`config.mk`:
```
export PLATFORM = sky130hd
export DESIGN_NAME = ava_fetch_scheduler
export DESIGN_NICKNAME = d
export VERILOG_FILES = /design/src/rtl/ava_fetch_scheduler.sv
export SDC_FILE = /design/constraint.sdc
export NUM_CORES = 1
export LEC_CHECK = 0
export CELL_PAD_IN_SITES_DETAIL_PLACEMENT = 1
export CELL_PAD_IN_SITES_GLOBAL_PLACEMENT = 1
export CORE_MARGIN = 8
export CORE_UTILIZATION = 30
export DETAILED_ROUTE_END_ITERATION = 12
export GPL_TIMING_DRIVEN = 0
export PLACE_DENSITY = 0.56
export REMOVE_ABC_BUFFERS = 1
export SYNTH_ARGS = -nofsm -noshare
export SYNTH_HDL_FRONTEND = slang
export SYNTH_SLANG_ARGS = --single-unit
```
`constraint.sdc`:
```
create_clock -name clk -period 3.8 [get_ports clk]
set_clock_uncertainty 0.2 [all_clocks]
set_input_delay 1.14 -clock clk [delete_from_list [all_inputs] [get_ports clk]]
set_output_delay 1.14 -clock clk [all_outputs]
set_load 0.005 [all_outputs]
```
`src/rtl/ava_fetch_scheduler.sv`:
```
// ava_fetch_scheduler: credit-guarded pixel fetch sequencer feeding the async pixel FIFO.
// Optional stall statistics are enabled by defining AVA_FETCH_STATS_EN.
module ava_fetch_scheduler #(
   parameter int H_ACTIVE      = 640,
   parameter int V_ACTIVE      = 480,
   parameter int ADDR_WIDTH    = 19,
   parameter int FETCH_LATENCY = 2,
   parameter int VBLANK_CYCLES = 1024
) (
   input  logic                  clk,
   input  logic                  reset_n,
   input  logic                  render_en,
   input  logic                  mode_in,
   output logic                  mode_active,
   output logic [ADDR_WIDTH-1:0] linear_coords,
   output logic                  fetch_en,
   input  logic [23:0]           pixel_in,
   input  logic                  fifo_full,
   output logic                  fifo_wr_en,
   output logic [23:0]           fifo_din,
   output logic                  vblank,
   output logic                  frame_start,
   output logic [15:0]           stall_count
);
   localparam int SKID_DEPTH = FETCH_LATENCY + 1;
   localparam int CW = $clog2(SKID_DEPTH + 1);
   localparam int PW = (SKID_DEPTH > 1) ? $clog2(SKID_DEPTH) : 1;
   localparam int VW = (VBLANK_CYCLES > 1) ? $clog2(VBLANK_CYCLES) : 1;
   localparam logic [ADDR_WIDTH-1:0] LAST = ADDR_WIDTH'(H_ACTIVE * V_ACTIVE - 1);

   typedef enum logic [1:0] {IDLE, ACTIVE, DRAIN, VBLANK} state_t;

   state_t                   state;
   logic [FETCH_LATENCY-1:0] vld;
   logic [23:0]              skid [SKID_DEPTH];
   logic [PW-1:0]            wr_ptr, rd_ptr;
   logic [CW-1:0]            skid_count, in_flight, used;
   logic [VW-1:0]            vb_cnt;
   logic                     capture, credit;

   function automatic logic [PW-1:0] nxt(input logic [PW-1:0] p);
      return (p == PW'(SKID_DEPTH - 1)) ? '0 : p + 1'b1;
   endfunction

   // Credits come only from registered occupancy, so fifo_full never reaches fetch_en
   assign in_flight   = CW'($countones(vld));
   assign used        = in_flight + skid_count;
   assign credit      = used < CW'(SKID_DEPTH);
   assign fetch_en    = (state == ACTIVE) && credit;
   assign frame_start = fetch_en && linear_coords == '0;
   assign capture     = vld[FETCH_LATENCY-1];
   assign fifo_wr_en  = !fifo_full && skid_count != '0;
   assign fifo_din    = skid[rd_ptr];
   assign vblank      = state == VBLANK;

   // Track fetches through the read latency and hold returning pixels until the FIFO accepts them
   always_ff @(posedge clk or negedge reset_n)
      if (!reset_n) begin
         vld        <= '0;
         wr_ptr     <= '0;
         rd_ptr     <= '0;
         skid_count <= '0;
         for (int i = 0; i < SKID_DEPTH; i++) skid[i] <= '0;
      end else begin
         vld <= FETCH_LATENCY'({vld, fetch_en});
         if (capture) begin
            skid[wr_ptr] <= pixel_in;
            wr_ptr       <= nxt(wr_ptr);
         end
         if (fifo_wr_en) rd_ptr <= nxt(rd_ptr);
         skid_count <= skid_count + CW'(capture) - CW'(fifo_wr_en);
      end

   // Frame sequencer: addressing, per-frame mode latch and vblank timing
   always_ff @(posedge clk or negedge reset_n)
      if (!reset_n) begin
         state         <= IDLE;
         linear_coords <= '0;
         mode_active   <= 1'b0;
         vb_cnt        <= '0;
      end else
         case (state)
            IDLE: if (render_en) begin
               state         <= ACTIVE;
               mode_active   <= mode_in;
               linear_coords <= '0;
            end
            ACTIVE: if (fetch_en) begin
               if (linear_coords == LAST) state <= DRAIN;
               else linear_coords <= linear_coords + 1'b1;
            end
            DRAIN: if (in_flight == '0 && skid_count == '0) begin
               state  <= VBLANK;
               vb_cnt <= '0;
            end
            VBLANK: if (vb_cnt == VW'(VBLANK_CYCLES - 1)) begin
               state         <= render_en ? ACTIVE : IDLE;
               mode_active   <= render_en ? mode_in : mode_active;
               linear_coords <= '0;
            end else vb_cnt <= vb_cnt + 1'b1;
            default: state <= IDLE;
         endcase

`ifdef AVA_FETCH_STATS_EN
   logic [15:0] stalls;
   // Count credit-starved ACTIVE cycles, saturating, restarted by each frame start
   always_ff @(posedge clk or negedge reset_n)
      if (!reset_n) stalls <= '0;
      else if (frame_start) stalls <= '0;
      else if (state == ACTIVE && !credit && stalls != 16'hFFFF) stalls <= stalls + 1'b1;
   assign stall_count = stalls;
`else
   assign stall_count = 16'h0000;
`endif
endmodule

```
==> flow_metrics.py <==
metrics = {
    "global_routing": {
        "track_usage_pct": 13.4,
        "antenna_found_initial": 0,
        "grt_pass1_wl_um": 25200,
        "grt_max_degree": 72,
        "overflow": 0,
        "first_global_vias": 4682,
    },
    "synthesis": {
        "synthMuxAreaShare_pct": 20.0,
        "yosysWarnings": 0,
        "synth_top_area_share_pct": 49.8,
        "synth-simple-area-share_pct": 10.8,
        "postSynthCellCount": 506,
        "synth-edff-count": 0,
        "yosysTopAreaCell": "dfrtp_1",
        "synthTopCellsByArea": "dfrtp_1, mux2_2, mux2i_1",
        "syn_area_per_cell_um2": 11.1,
        "synth_cell_types": 51,
        "synth_adder_area_share_pct": 3.11,
        "yosysSeqAreaShare_pct": 49.8,
        "ys_seq_elements": 112,
        "synth_xor_area_share_pct": 0.733,
        "synthArstFlopShare_pct": 100,
        "synth_common_cells": "dfrtp_1, mux2_2, o21ai_0, nand2_1, mux2i_1",
        "netlist_area_um2": 5630,
        "synth_top_family_by_area": "multiplexers",
        "synth_compound_area_share_pct": 10.6,
        "ys.flop_type": "dfrtp_1",
        "post-synth-top-count-cell": "dfrtp_1",
    },
    "die": {
        "core_um2": 18600,
        "initial_core_util_pct": 30.3,
        "rows": 50,
        "die_x_um": 153,
        "die_height_um": 153,
        "die_area_um2": 23400,
        "io_pins": 93,
    },
    "layout": {
        "nFillCells": 2010,
        "nets": 617,
        "finish.instance_area_um2": 6980,
        "regArea_um2": 2810,
        "multi_input_area_um2": 2660,
        "antennaDiodeCount": 0,
        "drive_gt1_share_pct": 19.9,
        "area_growth_pct": 23.9,
    },
    "worst_setup_path": {
        "path_max_fanout": 4,
        "max_stage_delay_ns": 0.55,
        "required_ns": 2.46,
        "crit_type": "input pin to primary output",
        "cpLargestDelayFamily": "buffers and inverters",
        "endpoint_kind": "primary output",
        "r2r-start": "vld[0]$_DFF_PN0_",
        "crit_start": "fifo_full",
        "critPathSlowestCell": "clkdlybuf4s50_1",
        "worstPathCellList": "clkdlybuf4s50_1 -> nor2_2 -> clkdlybuf4s50_1",
        "critPathBufInv": 2,
        "cp-start-kind": "input pin",
        "cp_common_cell": "clkdlybuf4s50_1",
        "worstPathArrival_ns": 2.39,
    },
    "clock_tree": {
        "cts_buffers": 9,
        "clk_path_buf_depth": 2,
        "clock-root-buffer": "clkbuf_16",
        "h-tree-depth": 3,
        "clkLatencyLatePin_ns": 0.36,
        "clock-sinks": 112,
        "cts_tree": "yes",
        "cts_hold_buf": 0,
        "clkTransAtPathRegs_ns": 0.08,
    },
    "timing": {
        "timing.final.ws_setup_ns": 0.0696,
        "tns_ns": 0,
        "drv_slew": 0,
        "timing.fmax_mhz": 268,
        "hold_viol_final": 0,
        "rsz0062_at_grt": "yes",
        "worst_pin_slew_ns": 1.29,
        "relSlewSlack_pct": 13.7,
        "fin_crit_sh_pct": 98.2,
        "final-setup-viol-count": 0,
        "fin_crit_ns": 3.73,
    },
    "min_path": {
        "worst_hold_path_type": "flop to flop",
        "min_from": "vld[0]$_DFF_PN0_",
    },
    "placed_design": {
        "hpwlAfterDp_um": 10200,
        "place_ws_ns": -0.404,
        "gp_congestion": 0.757,
        "placed_area_um2": 6620,
        "port_buffers": 76,
    },
    "detailed_routing": {
        "drt_iter0_markers": 139,
        "post_drt_wl_per_cell_um": 18.5,
        "vias_per_cell": 5.07,
        "drcViolationCount": 0,
        "firstDrtPassIters": 4,
        "ant_nets": 0,
        "num_vias": 4125,
        "wirelength_um": 15000,
    },
    "job": {
        "drv_cap": 0,
    },
    "power_and_ir_drop": {
        "peakVddDrop_mv": 0.237,
        "p_leak_nw": 2.85,
        "powerDensity_nw_per_um2": 772,
    },
    "outcome": {
        "status": "finished clean",
    },
}
==> logic make-up (layout without fill, tap and decap cells) <==
group	Yosys count	count (layout)
and+or+nand+nor	115	115
DFF	112	112
muxes	103	103
AOI/OAI and AO/OA	101	101
buffers and inverters	57	115
adders and majority gates	14	14
xor gates and xnor gates	3	3
other	1	16
==> stage by stage <==
stage | total power, mW | utilization (%) | instances | hold slack, ns
4_1_cts | 5.48 | 37.5 | 813 | 0.220
3_5_place_dp | 4.41 | 35.6 | 794 | 0.204
2_1_floorplan | 3.30 | - | 480 | 0.180
3_3_place_gp | 4.28 | 35.1 | 790 | 0.192
5_1_grt | 5.80 | 37.5 | 813 | 0.229
6_report | 5.39 | 37.5 | 813 | 0.220
==> worst reg2reg max path, cell delays in order (launching register included) <==
cell and delay, ns:
dfrtp_1 0.38, inv_1 0.05, ha_1 0.29, ha_1 0.19
xor3_1 0.24, a32o_2 0.33, or3_1 0.57, or2_1 0.41
o31ai_1 0.25
==> layer usage <==
layer	global-route usage, %	vias to the layer above	routed length (µm)
met1	16.1	2113	6840
met5	0	-	0
met2	23.1	76	7330
met3	3.30	11	646
li1	-	1925	-
met4	4.57	0	203
==> cell usage in the layout, fill, tap and decap left out, types with 3 or more instances in the layout <==
cell	n
dfrtp_1	110
mux2_2	75
clkdlybuf4s50_1	74
o21ai_0	54
nand2_1	40
mux2i_1	28
conb_1	16
inv_1	15
a21oi_1	13
ha_1	13
o31ai_1	12
and2_1	9
clkbuf_16	9
nor2_1	8
nand4_1	8
nand3_1	7
or4_1	6
nor3_1	5
or3_1	5
nor4_1	4
or2_2	3
and4_1	3
a31oi_1	3
inv_6	3
buf_6	3
buf_4	3
==> flip-flops by register name (all words and copies together), names as in the netlist <==
register and flops:
state 2, rd_ptr 2, linear_coords 19, wr_ptr 2, vld 2, mode_active 1
vb_cnt 10, skid_count 2, skid 72
==> report_power, final <==
group	switching (mW)	leakage [nW]	internal, mW	total (mW)
logic	1.04	1.32	1.33	2.36
registers	0.384	1.38	1.67	2.05
clock network	0.505	0.146	0.466	0.971
==> final cells by class <==
cell class                 instances  area share, %
multi-input combinational        352           38.1
clock inverter                     7           1.02
inverter                          16          0.861
timing repair buffer              83           12.3
clock buffer                       9           3.23
sequential                       112           40.3
tap                              234           4.20
==> path summary, 6_finish.rpt <==
check	end	slack, ns	depth (start not counted)
setup reg to reg	linear_coords[17]$_DFFE_PN0P_	0.79	8
hold reg to reg	vld[1]$_DFF_PN0_	0.22	0
max in group asynchronous	rd_ptr[0]$_DFFE_PN0P_	2.16	2
setup / recovery	fifo_wr_en	0.07	3
min in group asynchronous	skid[16]$_DFFE_PN0P_	0.50	1
hold / removal	vld[1]$_DFF_PN0_	0.22	0
==> repair_timing <==
item	4_1_cts	5_1_grt
setup endpoints to repair	27	2
buffers inserted	3	0
gates resized for setup	11	1
pin swaps	1	0
Note: power is estimated with default switching activity, not from simulation.
